## config.mk

```make
export PLATFORM = sky130hd
export DESIGN_NAME = multicycle_alu_controller
export DESIGN_NICKNAME = d
export VERILOG_FILES = /design/src/rtl/multicycle_alu_controller.sv
export SDC_FILE = /design/constraint.sdc
export NUM_CORES = 1
export LEC_CHECK = 0
export CAP_MARGIN = 30
export CORE_UTILIZATION = 29
export DETAILED_ROUTE_END_ITERATION = 8
export PLACE_DENSITY = 0.54
export SKIP_LAST_GASP = 1
export SLEW_MARGIN = 20
export SYNTH_ARGS = -nofsm -noshare
export SYNTH_HDL_FRONTEND = slang
export SYNTH_SLANG_ARGS = --single-unit
```

## constraint.sdc

```tcl
create_clock -name clk -period 1.8 [get_ports clk]
set_clock_uncertainty 0.1 [all_clocks]
set_input_delay 0.36 -clock clk [delete_from_list [all_inputs] [get_ports clk]]
set_output_delay 0.36 -clock clk [all_outputs]
set_load 0.01 [all_outputs]
```

## src/rtl/multicycle_alu_controller.sv

```systemverilog
// ============================================================================
// Module   : multicycle_alu_controller
// Brief    : Multi-cycle IF/ID/EX/MEM/WB control FSM for an RV32I subset core
//            driving ALU commands, datapath selects and register enables.
//            Build option ILLEGAL_TRAP_EN: unsupported encodings trap instead
//            of retiring as a NOP.
// Revision : 1.0  initial release
// ============================================================================
`default_nettype none

module multicycle_alu_controller #(
    parameter int CNT_W = 32
) (
    input  logic             clk,
    input  logic             reset,
    input  logic [6:0]       inst_opcode,
    input  logic [2:0]       inst_funct3,
    input  logic             inst_funct7_5,
    input  logic             alu_bcond,
    input  logic             mem_ready,
    output logic [4:0]       alu_op,
    output logic [1:0]       alu_src_a,
    output logic [1:0]       alu_src_b,
    output logic             mem_req,
    output logic             mem_we,
    output logic             i_or_d,
    output logic             ir_write,
    output logic             pc_write,
    output logic             pc_source,
    output logic             reg_write,
    output logic [1:0]       wb_sel,
    output logic             is_halted,
    output logic             illegal_inst,
    output logic [CNT_W-1:0] retired_cnt,
    output logic [3:0]       state_dbg
);

    // ALU command codes shared with the datapath command decoder
    localparam logic [4:0] c_ALU_ADD  = 5'd1;
    localparam logic [4:0] c_ALU_SUB  = 5'd2;
    localparam logic [4:0] c_ALU_SLL  = 5'd3;
    localparam logic [4:0] c_ALU_XOR  = 5'd4;
    localparam logic [4:0] c_ALU_SRL  = 5'd5;
    localparam logic [4:0] c_ALU_OR   = 5'd6;
    localparam logic [4:0] c_ALU_AND  = 5'd7;
    localparam logic [4:0] c_ALU_LW   = 5'd8;
    localparam logic [4:0] c_ALU_SW   = 5'd9;
    localparam logic [4:0] c_ALU_BEQ  = 5'd10;
    localparam logic [4:0] c_ALU_BNE  = 5'd11;
    localparam logic [4:0] c_ALU_BLT  = 5'd12;
    localparam logic [4:0] c_ALU_BGE  = 5'd13;
    localparam logic [4:0] c_ALU_JALR = 5'd14;

    localparam logic [6:0] c_OP_R     = 7'b0110011;
    localparam logic [6:0] c_OP_I     = 7'b0010011;
    localparam logic [6:0] c_OP_LOAD  = 7'b0000011;
    localparam logic [6:0] c_OP_STORE = 7'b0100011;
    localparam logic [6:0] c_OP_BR    = 7'b1100011;
    localparam logic [6:0] c_OP_JAL   = 7'b1101111;
    localparam logic [6:0] c_OP_JALR  = 7'b1100111;
    localparam logic [6:0] c_OP_SYS   = 7'b1110011;

    typedef enum logic [3:0] {
        S_IF      = 4'd0,
        S_ID      = 4'd1,
        S_EX_R    = 4'd2,
        S_EX_I    = 4'd3,
        S_EX_ADDR = 4'd4,
        S_MEM_RD  = 4'd5,
        S_MEM_WR  = 4'd6,
        S_WB_MEM  = 4'd7,
        S_WB_ALU  = 4'd8,
        S_EX_BR   = 4'd9,
        S_EX_JAL  = 4'd10,
        S_EX_JALR = 4'd11,
        S_HALT    = 4'd12,
        S_TRAP    = 4'd13
    } state_t;

`ifdef ILLEGAL_TRAP_EN
    localparam state_t c_ILL_NEXT = S_TRAP;
`else
    localparam state_t c_ILL_NEXT = S_IF;
`endif

    state_t           r_state;
    logic [CNT_W-1:0] r_retired_cnt;
    state_t           w_id_next;
    logic [4:0]       w_r_op;
    logic [4:0]       w_i_op;
    logic [4:0]       w_br_op;
    logic             w_r_legal;
    logic             w_i_legal;
    logic             w_br_legal;

    // funct decode; SUB is the only funct7 variant, shifts need funct7_5 = 0
    always_comb begin
        w_r_op     = c_ALU_ADD;
        w_i_op     = c_ALU_ADD;
        w_br_op    = c_ALU_BEQ;
        w_r_legal  = 1'b0;
        w_i_legal  = 1'b0;
        w_br_legal = 1'b0;
        case (inst_funct3)
            3'b000: begin
                w_r_op    = inst_funct7_5 ? c_ALU_SUB : c_ALU_ADD;
                w_i_op    = c_ALU_ADD;
                w_br_op   = c_ALU_BEQ;
                w_r_legal = 1'b1;
                w_i_legal = 1'b1;
                w_br_legal = 1'b1;
            end
            3'b001: begin
                w_r_op     = c_ALU_SLL;
                w_i_op     = c_ALU_SLL;
                w_br_op    = c_ALU_BNE;
                w_r_legal  = !inst_funct7_5;
                w_i_legal  = !inst_funct7_5;
                w_br_legal = 1'b1;
            end
            3'b100: begin
                w_r_op     = c_ALU_XOR;
                w_i_op     = c_ALU_XOR;
                w_br_op    = c_ALU_BLT;
                w_r_legal  = !inst_funct7_5;
                w_i_legal  = 1'b1;
                w_br_legal = 1'b1;
            end
            3'b101: begin
                w_r_op     = c_ALU_SRL;
                w_i_op     = c_ALU_SRL;
                w_br_op    = c_ALU_BGE;
                w_r_legal  = !inst_funct7_5;
                w_i_legal  = !inst_funct7_5;
                w_br_legal = 1'b1;
            end
            3'b110: begin
                w_r_op    = c_ALU_OR;
                w_i_op    = c_ALU_OR;
                w_r_legal = !inst_funct7_5;
                w_i_legal = 1'b1;
            end
            3'b111: begin
                w_r_op    = c_ALU_AND;
                w_i_op    = c_ALU_AND;
                w_r_legal = !inst_funct7_5;
                w_i_legal = 1'b1;
            end
            default: ;
        endcase
    end

    always_comb begin
        w_id_next = c_ILL_NEXT;
        case (inst_opcode)
            c_OP_R:     if (w_r_legal)  w_id_next = S_EX_R;
            c_OP_I:     if (w_i_legal)  w_id_next = S_EX_I;
            c_OP_LOAD,
            c_OP_STORE: if (inst_funct3 == 3'b010) w_id_next = S_EX_ADDR;
            c_OP_BR:    if (w_br_legal) w_id_next = S_EX_BR;
            c_OP_JAL:   w_id_next = S_EX_JAL;
            c_OP_JALR:  if (inst_funct3 == 3'b000) w_id_next = S_EX_JALR;
            c_OP_SYS:   w_id_next = S_HALT;
            default:    ;
        endcase
    end

    // Every return to IF from a later state retires one instruction
    always_ff @(posedge clk or posedge reset) begin
        if (reset) begin
            r_state       <= S_IF;
            r_retired_cnt <= '0;
        end else begin
            case (r_state)
                S_IF:      if (mem_ready) r_state <= S_ID;
                S_ID: begin
                    r_state <= w_id_next;
                    if (w_id_next == S_IF) r_retired_cnt <= r_retired_cnt + 1'b1;
                end
                S_EX_R,
                S_EX_I:    r_state <= S_WB_ALU;
                S_EX_ADDR: r_state <= inst_opcode[5] ? S_MEM_WR : S_MEM_RD;
                S_MEM_RD:  if (mem_ready) r_state <= S_WB_MEM;
                S_MEM_WR: begin
                    if (mem_ready) begin
                        r_state       <= S_IF;
                        r_retired_cnt <= r_retired_cnt + 1'b1;
                    end
                end
                S_WB_MEM, S_WB_ALU, S_EX_BR, S_EX_JAL, S_EX_JALR: begin
                    r_state       <= S_IF;
                    r_retired_cnt <= r_retired_cnt + 1'b1;
                end
                S_HALT, S_TRAP: r_state <= r_state;
                default:   r_state <= S_IF;
            endcase
        end
    end

    always_comb begin
        alu_op       = c_ALU_ADD;
        alu_src_a    = 2'b00;
        alu_src_b    = 2'b00;
        mem_req      = 1'b0;
        mem_we       = 1'b0;
        i_or_d       = 1'b0;
        ir_write     = 1'b0;
        pc_write     = 1'b0;
        pc_source    = 1'b0;
        reg_write    = 1'b0;
        wb_sel       = 2'b00;
        is_halted    = 1'b0;
        illegal_inst = 1'b0;
        case (r_state)
            S_IF: begin
                mem_req   = 1'b1;
                alu_src_b = 2'b01;
                ir_write  = mem_ready;
                pc_write  = mem_ready;
            end
            S_ID: begin
                alu_src_a = 2'b10;
                alu_src_b = 2'b10;
            end
            S_EX_R: begin
                alu_op    = w_r_op;
                alu_src_a = 2'b01;
            end
            S_EX_I: begin
                alu_op    = w_i_op;
                alu_src_a = 2'b01;
                alu_src_b = 2'b10;
            end
            S_EX_ADDR: begin
                alu_op    = inst_opcode[5] ? c_ALU_SW : c_ALU_LW;
                alu_src_a = 2'b01;
                alu_src_b = 2'b10;
            end
            S_MEM_RD: begin
                mem_req = 1'b1;
                i_or_d  = 1'b1;
            end
            S_MEM_WR: begin
                mem_req = 1'b1;
                mem_we  = 1'b1;
                i_or_d  = 1'b1;
            end
            S_WB_MEM: begin
                reg_write = 1'b1;
                wb_sel    = 2'b01;
            end
            S_WB_ALU:  reg_write = 1'b1;
            S_EX_BR: begin
                alu_op    = w_br_op;
                alu_src_a = 2'b01;
                pc_write  = alu_bcond;
                pc_source = 1'b1;
            end
            S_EX_JAL: begin
                reg_write = 1'b1;
                wb_sel    = 2'b10;
                pc_write  = 1'b1;
                pc_source = 1'b1;
            end
            S_EX_JALR: begin
                alu_op    = c_ALU_JALR;
                alu_src_a = 2'b01;
                alu_src_b = 2'b10;
                pc_write  = 1'b1;
                reg_write = 1'b1;
                wb_sel    = 2'b10;
            end
            S_HALT:    is_halted = 1'b1;
            S_TRAP: begin
                is_halted    = 1'b1;
                illegal_inst = 1'b1;
            end
            default: ;
        endcase
        // Outputs are forced quiet for the whole time reset is held
        if (reset) begin
            alu_op       = 5'd0;
            alu_src_a    = 2'b00;
            alu_src_b    = 2'b00;
            mem_req      = 1'b0;
            mem_we       = 1'b0;
            i_or_d       = 1'b0;
            ir_write     = 1'b0;
            pc_write     = 1'b0;
            pc_source    = 1'b0;
            reg_write    = 1'b0;
            wb_sel       = 2'b00;
            is_halted    = 1'b0;
            illegal_inst = 1'b0;
        end
    end

    assign retired_cnt = r_retired_cnt;
    assign state_dbg   = r_state;

endmodule

`default_nettype wire

```

# Word-level counts from Yosys, hierarchy flattened
# Cells that the tools add are included.
[word_totals]
ff_bits = 36
output_inout_bits = 56
elab_cells = 105
[op_classes]
addsub = 1
eq_ne = 31
muxes = 48
n_bitwise = 1
reduce_logical = 22
[ops]
columns = ["operator", "n"]
rows = [
  ["$pmux 32 s3", 1],
  ["$mux 32", 2],
  ["$pmux 4 s7", 2],
  ["$add 32x1->32 const B", 1],
  ["$eq 7x7->1 const B", 4],
  ["$pmux 5 s5", 1],
  ["$eq 4x4->1 const B", 6],
  ["$mux 4", 5],
  ["$mux 1", 19],
  ["$pmux 3 s6", 1],
  ["$eq 4x3->1 const B", 4],
  ["$reduce_or 4->1", 4],
  ["$pmux 3 s5", 1],
  ["$reduce_or 5->1", 3],
  ["$eq 7x6->1 const B", 2],
  ["$mux 2", 7],
  ["$reduce_or 2->1", 7],
  ["$eq 3x3->1 const B", 4],
  ["$pmux 2 s2", 3],
  ["$pmux 3 s3", 1],
  ["$eq 4x2->1 const B", 2],
  ["$logic_not 4->1", 2],
  ["$ne 2x2->1 const B", 4],
  ["$eq 7x2->1 const B", 1],
  ["15 further kinds", 16],
]

# Logic depth before layout (Yosys ltp)
# Gate-level depths: netlist (run 1).
[depth]
ltp_word = 8
mapped_depth = 8
ltp_nobuf = 6

# Worst setup path before layout (run 1)
# No wires, ideal clock.
[synth_path]
kind = "register to output"
from = "register r_state[0], in the netlist state_dbg[0]"
to = "output pc_write"
arrival_time_ps = 1640
required_time_ps = 1340
slack_ps = -300
stages_incl_launch_ff = 6
n_path_buf = 1
path_cell_list = "dfrtp_1 > buf_4 > nor2_1 > nor4b_1 > and2_1 > o21bai_1"
[synth_via]
elab_chain_cells = 4
[synth_lines]
columns = ["item", "line_no", "text"]
rows = [
  ["start, declared", "86", "state_t r_state;"],
  ["start signal, assigned", "177", "r_state <= w_id_next;"],
  ["start signal, assigned", "182", "S_EX_ADDR: r_state <= inst_opcode[5] ? S_MEM_WR : S_MEM_RD;"],
  ["start signal, assigned", "194", "S_HALT, S_TRAP: r_state <= r_state;"],
  ["$eq 4x4->1", "214", "case (r_state)"],
  ["$reduce_or 2->1 (no line)", "n/a", ""],
  ["$pmux 1 s3 (*)", "214", ""],
  ["$mux 1 (*)", "281", "if (reset) begin"],
  ["end, declared", "28", "output logic pc_write,"],
]
# Mark *: on every way between the ends. The rest lies on a longest branch, timed or not.

# Worst setup path after layout (run 1)
[layout_path]
from = "register r_state[0], in the netlist state_dbg[0]"
to = "output alu_op[0]"
[layout_via]
elab_chain_cells = 3
[layout_lines]
columns = ["item", "line_no", "text"]
rows = [
  ["$eq 4x4->1 (tied with other cells)", "214", ""],
  ["$pmux 5 s5 (*)", "214", ""],
  ["$mux 5 (*)", "281", ""],
  ["end, declared", "21", "output logic [4:0] alu_op,"],
]
# Marks and branches as above.

==> results.ini, run 1 <==
[timing]
slew_headroom = 0.668
period_share = 1.23
tightest_slew_ns = 0.494
fmax_mhz = 450
setup_violations = 52
hold_violations = 0
slew_viol_final = 0
period_needed_ns = 2.22
fin_ws_ns = -0.420
rsz0062_at_grt = true
hold_ws_ns = 0.375

[worst_setup_path]
worstPathArrival_ns = 1.76
path_cells = buf_12 > nor2b_4 > a21oi_2 > o31ai_2 > a21oi_1 > nor2_1 > a311oi_2 > buf_2
start_kind = flop
slowest_stage = dfrtp_2
worstPathRequired_ns = 1.34
end_kind = primary output
crit_path_max_fanout = 5
crit_type = reg2out
max_stage_delay_ns = 0.44

[finish]
num_antenna_cells = 0
layout-drive-gt1-share = 0.450
most-common-layout-cells = buf_4 (60), dfrtp_1 (31), clkdlybuf4s50_1 (29), xnor2_1 (23), buf_6 (22)
fillers = 662
area_growth_pct = 87.9
postLayoutCoreUtil = 0.575
final_common_cell = buf_4
nets = 437

[synth]
syn_inst = 276
seq_area_frac_synth = 0.373
yosys_register_bits = 36
yosysWarnings = 0
syn_nets = 292
syn_area_mm2 = 0.00241
avgSynthCellArea_um2 = 8.74
synthArstFlopShare = 1.00
synthFlopType = dfrtp_1
synth_cell_types = 50
synth_edf_count = 0

[die]
boundaryPins = 71
die_x_um = 93.2
core_region_area_mm2 = 0.00789
dieHeight_um = 93.2
start_util = 0.306
dieArea_mm2 = 0.00869
fp-row-count = 32

[place]
place_congestion = 0.777
hpwlAfterDp_mm = 4.93
portBuffers = 69

[global_routing]
use_met1 = 0.213
grt_util_met2 = 0.289
grt_use_met3 = 0.0325
grt_pass1_wl_mm = 11.8
overflow = 0
grt_max_degree = 37
gr-max-usage-layer = met2
grt_pass1_vias = 2576
track_usage = 0.168
grt_antenna_before_repair = 0

[clock_network]
clk_pin_slew_ns = 0.07
cts-root-buf = clkbuf_8
clkSinkCount = 36
clockBufferDepth = 2
cts_tree = done
cts.htree.levels = 2
clk-insertion-delay-late_ns = 0.29
cts_hold_buf = 0
cts-buffers-inserted = 5

[min_path]
min_path_type = reg2reg

[pwr]
leakagePower_nw = 2.07
p_per_area_mw_per_mm2 = 1170
max-vdd-ir-drop_mv = 0.718

[detailed_routing]
wl_per_cell_um = 14.9
drc = 0
first_pass_iters = 4
vias_per_cell = 5.17
vias = 2710
ant_nets = 0
drt_iter0_markers = 80
routed_wl_mm = 7.79

[run_status]
run_status = finished with violations
violations = negative setup slack

[run]
maxCapViolations = 0

-- cell type report --
type	count	area [µm²]	share of cell area
Tap cell	102	128	0.0281
Inverter	8	38.8	0.00855
Timing Repair Buffer	158	1470	0.325
Sequential cell	36	907	0.200
Multi-Input combinational cell	212	1880	0.415
Clock buffer	6	72.6	0.0160
Clock inverter	2	35.0	0.00772
-- power breakdown --
group	switching [mW]	leakage (nW)	total, mW	internal [mW]
logic	1.66	1.53	3.57	1.91
registers	0.123	0.482	1.04	0.921
clock network	0.289	0.0552	0.700	0.411
total	2.07	2.07	5.31	3.24
-- critical path: cells and delay by family, from the launching register on --
family,cells,cell delay [ns]
simple gates,2,0.26
compound gates,4,0.46
buf+inv,2,0.31
flops,1,0.44
-- Yosys cell counts (all sizes together) (3+ instances only) --
cell | n | area (µm²)
nor4 | 5 | 31.3
nand3b | 3 | 22.5
nor3 | 9 | 50.1
buf | 10 | 55.1
clkbuf | 10 | 37.5
o21ai | 5 | 25.0
a21oi | 21 | 116
nand2b | 3 | 18.8
inv | 8 | 32.5
nor2 | 19 | 71.3
nor2b | 5 | 31.3
o31ai | 4 | 35.0
nand3 | 20 | 100
nand2 | 12 | 45.0
xnor2 | 32 | 280
and4 | 9 | 78.8
and3 | 15 | 93.8
nand4 | 17 | 106
o21bai | 4 | 30.0
dfrtp | 36 | 901
-- logic make-up (layout without fill, tap and decap cells) --
group	count (synthesis)	in the layout	synth area share
AND/OR/NAND/NOR	130	130	0.314
AO/OA/AOI/OAI	47	47	0.134
flip-flops	36	36	0.373
XOR/XNOR	32	32	0.116
buffers and inverters	28	174	0.0518
adder cells (fa/ha/maj)	1	1	0.00518
other	1	1	0.00155
multiplexers	1	1	0.00467
-- state kept, by name (all words and copies together) (netlist names) --
signal       flops
state_dbg        4
retired_cnt     32
-- metrics by stage --
step / TNS, ns / instances / instance area [µm²] / power (mW) / setup WS [ns]
floorplan: -4.00 / 276 / 2500 / 2.26 / -0.171
global placement: -32.86 / 496 / 3770 / 3.56 / -0.785
detailed placement: -33.02 / 496 / 3770 / 3.56 / -0.778
CTS: -13.86 / 515 / 4080 / 4.72 / -0.353
global route: -19.96 / 524 / 4540 / 5.59 / -0.498
finish: -16.42 / 524 / 4540 / 5.31 / -0.420
-- repair_timing --
item,in CTS,in global routing
pin swaps,11,20
buffers inserted,15,10
gates resized for setup,137,73
endpoints found under the hold margin,0,0
setup endpoints to repair,58,61
cloned,0,3
-- metal layers --
layer / share of wire / wire (µm)
met1: 0.44 / 3440
met2: 0.50 / 3900
met3: 0.040 / 310
met4: 0.018 / 140
met5: 0 / 0
-- final timing paths --
check / startpoint / endpoint / slack [ns] / cells past startpoint
max in group asynchronous: reset / state_dbg[0] / 0.86 / 3
min in group asynchronous: reset / retired_cnt[27] / 0.39 / 3
max: state_dbg[0] / alu_op[0] / -0.42 / 8
max reg2reg: state_dbg[2] / retired_cnt[1] / -0.41 / 8
min: retired_cnt[31] / retired_cnt[31] / 0.38 / 1
min reg2reg: retired_cnt[31] / retired_cnt[31] / 0.38 / 1
(Power assumes the default switching activity.)
==> inputs of run 2 (changes only) <==
- GPL_ROUTABILITY_DRIVEN: not set -> 0
- clock period: 1.8 -> 1.9 ns (I/O delays scaled with it)
==> results.ini, run 2 (same netlist as run 1, synthesis figures left out) <==
[global_routing]
grt_max_degree = 37  ; unchanged
track_usage = 0.171  ; was 0.168
grt_antenna_before_repair = 0  ; unchanged
grt_pass1_vias = 2575  ; was 2576
grt_pass1_wl_mm = 12.0  ; was 11.8 mm
overflow = 0  ; unchanged

[worst_setup_path]
critical_path.top_delay_family = simple AND/OR/NAND/NOR gates  ; was compound AO/OA/AOI/OAI gates
slowest_stage = or4_4  ; was dfrtp_2
crit_type = reg2out  ; unchanged
max_stage_delay_ns = 0.55  ; was 0.44 ns
end_kind = primary output  ; unchanged
cp_common_cell = buf_6
worstPathArrival_ns = 1.78  ; was 1.76 ns
crit_path_max_fanout = 5  ; unchanged
worstPathRequired_ns = 1.42  ; was 1.34 ns
critPathBufInv = 3  ; was 2
start_kind = flop  ; unchanged
path_cells = buf_6 > or4_4 > buf_4 > nor2_4 > buf_6  ; was buf_12 > nor2b_4 > a21oi_2 > o31ai_2 > a21oi_1 > nor2_1 > a311oi_2 > buf_2

[finish]
final_common_cell = buf_4  ; unchanged
largest_register_ffs = 32  ; unchanged
postLayoutCoreUtil = 0.536  ; was 0.575
final_cells = 524  ; unchanged
area_growth_pct = 75.1  ; was 87.9%
layout-drive-gt1-share = 0.389  ; was 0.450
fillers = 733  ; was 662
num_antenna_cells = 0  ; unchanged
nets = 438  ; was 437
multi_input_area_mm2 = 0.00162  ; was 0.00188 mm²
final-seq-area_um2 = 905  ; was 907 µm²
most-common-layout-cells = buf_4 (66), clkdlybuf4s50_1 (35), dfrtp_1 (33), xnor2_1 (30), buf_6 (21)  ; was buf_4 (60), dfrtp_1 (31), clkdlybuf4s50_1 (29), xnor2_1 (23), buf_6 (22)

[detailed_routing]
first_pass_iters = 4  ; unchanged
ant_nets = 0  ; unchanged
vias = 2604  ; was 2710
drc = 0  ; unchanged
drt_iter0_markers = 88  ; was 80
vias_per_cell = 4.97  ; was 5.17
routed_wl_mm = 7.02  ; was 7.79 mm
wl_per_cell_um = 13.4  ; was 14.9 µm

[timing]
period_share = 1.19
rsz0062_at_grt = true  ; unchanged
hold_violations = 0  ; unchanged
hold_ws_ns = 0.379  ; was 0.375 ns
period_needed_ns = 2.26
tightest_slew_ns = 0.516  ; was 0.494 ns
slew_viol_final = 0  ; unchanged
slew_headroom = 0.653  ; was 0.668
tns_ns = -11.29  ; was -16.42 ns
fmax_mhz = 442
setup_violations = 52  ; unchanged
fin_ws_ns = -0.361  ; was -0.420 ns

[die]
boundaryPins = 71  ; unchanged
dieArea_mm2 = 0.00869  ; unchanged
die_x_um = 93.2  ; unchanged
start_util = 0.306  ; unchanged
core_region_area_mm2 = 0.00789  ; unchanged
fp-row-count = 32  ; unchanged
dieHeight_um = 93.2  ; unchanged

[pwr]
max-vdd-ir-drop_mv = 0.571  ; was 0.718 mV
switching_power_mw = 1.67  ; was 2.07 mW
power_frac_comb = 0.642  ; was 0.672
pwr-share-seq = 0.226  ; was 0.197
clkPwrFrac = 0.132  ; about the same
p_per_area_mw_per_mm2 = 1040  ; was 1170 mW/mm²
internal_power_mw = 2.72  ; was 3.24 mW
switching_share = 0.380  ; was 0.390
leakagePower_nw = 1.83  ; was 2.07 nW
power_mw = 4.39  ; was 5.31 mW

[place]
placed_cells = 498  ; was 496
portBuffers = 69  ; unchanged
hpwlAfterDp_mm = 5.01  ; was 4.93 mm

[run_status]
run_status = finished with violations  ; unchanged
violations = negative setup slack  ; unchanged

[clock_network]
cts-buffers-inserted = 5  ; unchanged
clk_pin_slew_ns = 0.07  ; about the same
cts_hold_buf = 0  ; unchanged
clkSinkCount = 36  ; unchanged
clk-insertion-delay-late_ns = 0.28  ; was 0.29 ns
cts-root-buf = clkbuf_8  ; unchanged
clockBufferDepth = 2  ; unchanged
cts_tree = done  ; unchanged
cts.htree.levels = 2  ; unchanged

[min_path]
min_path_type = reg2reg  ; unchanged

[run]
maxCapViolations = 0  ; unchanged

run 2: power groups by stage:
stage | Clock [mW] | Combinational, mW | Sequential [mW]
floorplan | 0 | 1.08 | 1.02
global placement | 0 | 2.31 | 0.992
detailed placement | 0 | 2.31 | 0.992
CTS | 0.597 | 2.66 | 0.983
global route | 0.634 | 3.04 | 1.01
finish | 0.579 | 2.82 | 0.992
run 2: worst reg2reg max path: stages, from the launching register on:
cell and delay (ns):
dfrtp_2 0.45, buf_6 0.13, or4_4 0.55, buf_6 0.15, nor3_4 0.19, a211oi_4 0.07, buf_6 0.16, nand2_4 0.06
mux2_4 0.29
run 2: timing repair:
item	4_1_cts	5_1_grt
cloned	1	0
endpoints found under the hold margin	0	0
setup buffers	16	8
pin swaps	13	27
endpoints found under the setup margin	57	54
resized for setup	124	25
run 2: layout make-up:
type | instances | area share
multi-input cells | 212 | 0.383
repair buffers | 159 | 0.340
flip-flops and latches | 36 | 0.214
well taps | 102 | 0.0302
clock buffers | 7 | 0.0228
inverters | 8 | 0.00918
run 2: path summary, 6_finish.rpt:
kind	startpoint	to	slack [ns]	depth (start not counted)
worst max-delay path	state_dbg[1]	alu_src_a[1]	-0.36	5
worst min-delay path	retired_cnt[31]	retired_cnt[31]	0.38	1
worst max register to register	state_dbg[1]	retired_cnt[1]	-0.35	8
worst min register to register	retired_cnt[31]	retired_cnt[31]	0.38	1
max in group asynchronous	reset	state_dbg[1]	0.88	4
min in group asynchronous	reset	retired_cnt[26]	0.48	4
run 2: metrics by stage:
| stage | area [µm²] | setup WS (ns) |
|---|---|---|
| CTS | 4150 | -0.310 |
| global placement | 3790 | -0.707 |
| global route | 4230 | -0.411 |
| floorplan | 2480 | -0.0711 |
| detailed placement | 3790 | -0.728 |
| finish | 4230 | -0.361 |
run 2: metal layers:
| metal | global-route usage | wire [µm] |
|---|---|---|
| met1 | 0.224 | 3280 |
| met3 | 0.0268 | 226 |
| met4 | 0.0308 | 55 |
| met5 | 0 | 0 |
| met2 | 0.300 | 3460 |
==> inputs of run 3 (changes only) <==
- CORE_MARGIN: not set -> 2
- CORE_UTILIZATION: 29 -> 40
- HOLD_SLACK_MARGIN: not set -> 0.08
- PLACE_DENSITY: 0.54 -> 0.71
==> results.ini, run 3 (same netlist as run 1, synthesis figures left out) <==
[timing]
fin_ws_ns = -0.349  ; was -0.361 ns
hold_ws_ns = 0.389  ; was 0.379 ns
slew_headroom = 0.579  ; was 0.653
tns_ns = -11.19  ; was -11.29 ns
slew_viol_final = 0  ; unchanged
fmax_mhz = 445  ; was 442 MHz
rsz0062_at_grt = true  ; unchanged
tightest_slew_ns = 0.626  ; was 0.516 ns
period_share = 1.18  ; was 1.19
setup_violations = 53  ; was 52
period_needed_ns = 2.25  ; was 2.26 ns
hold_violations = 0  ; unchanged

[finish]
fillers = 415  ; was 733
final_common_cell = buf_4  ; unchanged
nets = 427  ; was 438
area_growth_pct = 74.8  ; was 75.1%
postLayoutCoreUtil = 0.717  ; was 0.536
num_antenna_cells = 0  ; unchanged
layout-drive-gt1-share = 0.404  ; was 0.389
final_cells = 486  ; was 524
largest_register_ffs = 32  ; unchanged
most-common-layout-cells = buf_4 (56), clkdlybuf4s50_1 (36), dfrtp_1 (33), xnor2_1 (23), buf_6 (18)  ; was buf_4 (66), clkdlybuf4s50_1 (35), dfrtp_1 (33), xnor2_1 (30), buf_6 (21)

[place]
portBuffers = 69  ; unchanged
placed_cells = 461  ; was 498
hpwlAfterDp_mm = 5.03  ; was 5.01 mm

[clock_network]
clockBufferDepth = 2  ; unchanged
clk-insertion-delay-late_ns = 0.28  ; about the same
clk_pin_slew_ns = 0.07  ; about the same
cts_hold_buf = 0  ; unchanged
clkSinkCount = 36  ; unchanged
cts_tree = done  ; unchanged
cts-buffers-inserted = 5  ; unchanged
cts-root-buf = clkbuf_8  ; unchanged
cts.htree.levels = 2  ; unchanged

[worst_setup_path]
max_stage_delay_ns = 0.52  ; was 0.55 ns
slowest_stage = or4_4  ; unchanged
start_kind = flop  ; unchanged
crit_path_max_fanout = 5  ; unchanged
worstPathArrival_ns = 2.32  ; was 1.78 ns
cp_common_cell = buf_6  ; unchanged
reg2regPathDepth = 7  ; was 8
crit_type = reg2reg  ; was reg2out
path_cells = buf_6 > or4_4 > buf_6 > a21oi_4 > o31ai_4 > nand2_2 > mux2_4  ; was buf_6 > or4_4 > buf_4 > nor2_4 > buf_6
end_kind = flop  ; was primary output
worstPathRequired_ns = 1.97  ; was 1.42 ns

[die]
start_util = 0.410  ; was 0.306
core_region_area_mm2 = 0.00589  ; was 0.00789 mm²
dieArea_mm2 = 0.00667  ; was 0.00869 mm²
die_x_um = 81.7  ; was 93.2 µm
dieHeight_um = 81.7  ; was 93.2 µm
boundaryPins = 71  ; unchanged
fp-row-count = 28  ; was 32

[pwr]
clkPwrFrac = 0.115  ; was 0.132
max-vdd-ir-drop_mv = 0.531  ; was 0.571 mV
power_frac_comb = 0.657  ; was 0.642
internal_power_mw = 2.66  ; was 2.72 mW
leakagePower_nw = 1.90  ; was 1.83 nW
switching_power_mw = 1.78  ; was 1.67 mW
p_per_area_mw_per_mm2 = 1050  ; was 1040 mW/mm²
pwr-share-seq = 0.228  ; was 0.226
switching_share = 0.401  ; was 0.380

[min_path]
min_path_type = reg2reg  ; unchanged
holdPathStages = 1  ; unchanged

[global_routing]
grt_max_degree = 37  ; unchanged
grt_pass1_vias = 2466  ; was 2575
overflow = 0  ; unchanged
grt_pass1_wl_mm = 11.6  ; was 12.0 mm
track_usage = 0.222  ; was 0.171
grt_antenna_before_repair = 0  ; unchanged

[detailed_routing]
ant_nets = 0  ; unchanged
drt_iter0_markers = 121  ; was 88
first_pass_iters = 4  ; unchanged
drc = 0  ; unchanged
vias = 2695  ; was 2604
wl_per_cell_um = 16.4  ; was 13.4 µm
vias_per_cell = 5.55  ; was 4.97
routed_wl_mm = 7.96  ; was 7.02 mm

[run_status]
run_status = finished with violations  ; unchanged
violations = negative setup slack  ; unchanged

[run]
maxCapViolations = 0  ; unchanged

run 3: cell count changes in the layout (fill, tap and decap cells not counted), moves of 3 or more:
| cell | change |
|---|---|
| xnor2_2 | +7 |
| buf_6 | -3 |
| nand3_2 | +8 |
| nand3_1 | -9 |
| clkdlybuf4s15_2 | -3 |
| dlymetal6s2s_1 | +7 |
| nor3_2 | -4 |
| xnor2_1 | -7 |
| buf_2 | +5 |
| dlygate4sd2_1 | -10 |
| buf_4 | -10 |
run 3: worst paths after layout:
kind	from	end	slack, ns
setup / recovery	state_dbg[3]	retired_cnt[1]	-0.35
max in group asynchronous	reset	state_dbg[3]	0.87
min in group asynchronous	reset	retired_cnt[4]	0.49
hold / removal	retired_cnt[7]	retired_cnt[7]	0.39
setup reg to reg	state_dbg[3]	retired_cnt[1]	-0.35
hold reg to reg	retired_cnt[7]	retired_cnt[7]	0.39
run 3: repair_timing:
item	in CTS	in global routing
buffers inserted	12	7
setup endpoints to repair	54	56
pin swaps	16	34
resized for setup	126	44
gates cloned	0	3
run 3: layout make-up:
type	count	area, µm²	area share
sequential	36	905	0.214
tap	75	93.8	0.0222
timing repair buffer	148	1370	0.325
clock buffer	6	72.6	0.0172
multi-input combinational	212	1730	0.411
inverter	8	38.8	0.00920
clock inverter	1	5.00	0.00119
run 3: worst max-delay path: cells and delay by family, from the launching register on:
family / cells / cell delay [ns]
AO/OA/AOI/OAI: 2 / 0.33
buffers and inverters: 2 / 0.29
flip-flops: 1 / 0.46
AND/OR/NAND/NOR: 2 / 0.65
multiplexers: 1 / 0.31
run 3: stage by stage:
step	power, mW	worst slack [ns]	area, µm²
after floorplan	2.10	-0.0711	2480
after global placement	3.26	-0.693	3660
after detailed placement	3.28	-0.755	3660
after CTS	4.19	-0.281	3920
after global routing	4.68	-0.407	4220
final	4.44	-0.349	4220
run 3: layer usage:
layer | track usage | vias to the layer above | wire length [µm]
met1 | 0.293 | 1313 | 3480
met2 | 0.371 | 88 | 4020
met5 | 0 | - | 0
li1 | - | 1284 | -
met4 | 0.0533 | 0 | 96
met3 | 0.0495 | 10 | 366
run 3: power groups by stage:
stage / clock (mW) / sequential (mW) / combinational (mW)
finish: 0.511 / 1.01 / 2.92
global route: 0.551 / 1.03 / 3.10
CTS: 0.519 / 0.996 / 2.67
detailed placement: 0 / 0.994 / 2.29
global placement: 0 / 0.991 / 2.27
floorplan: 0 / 1.02 / 1.08
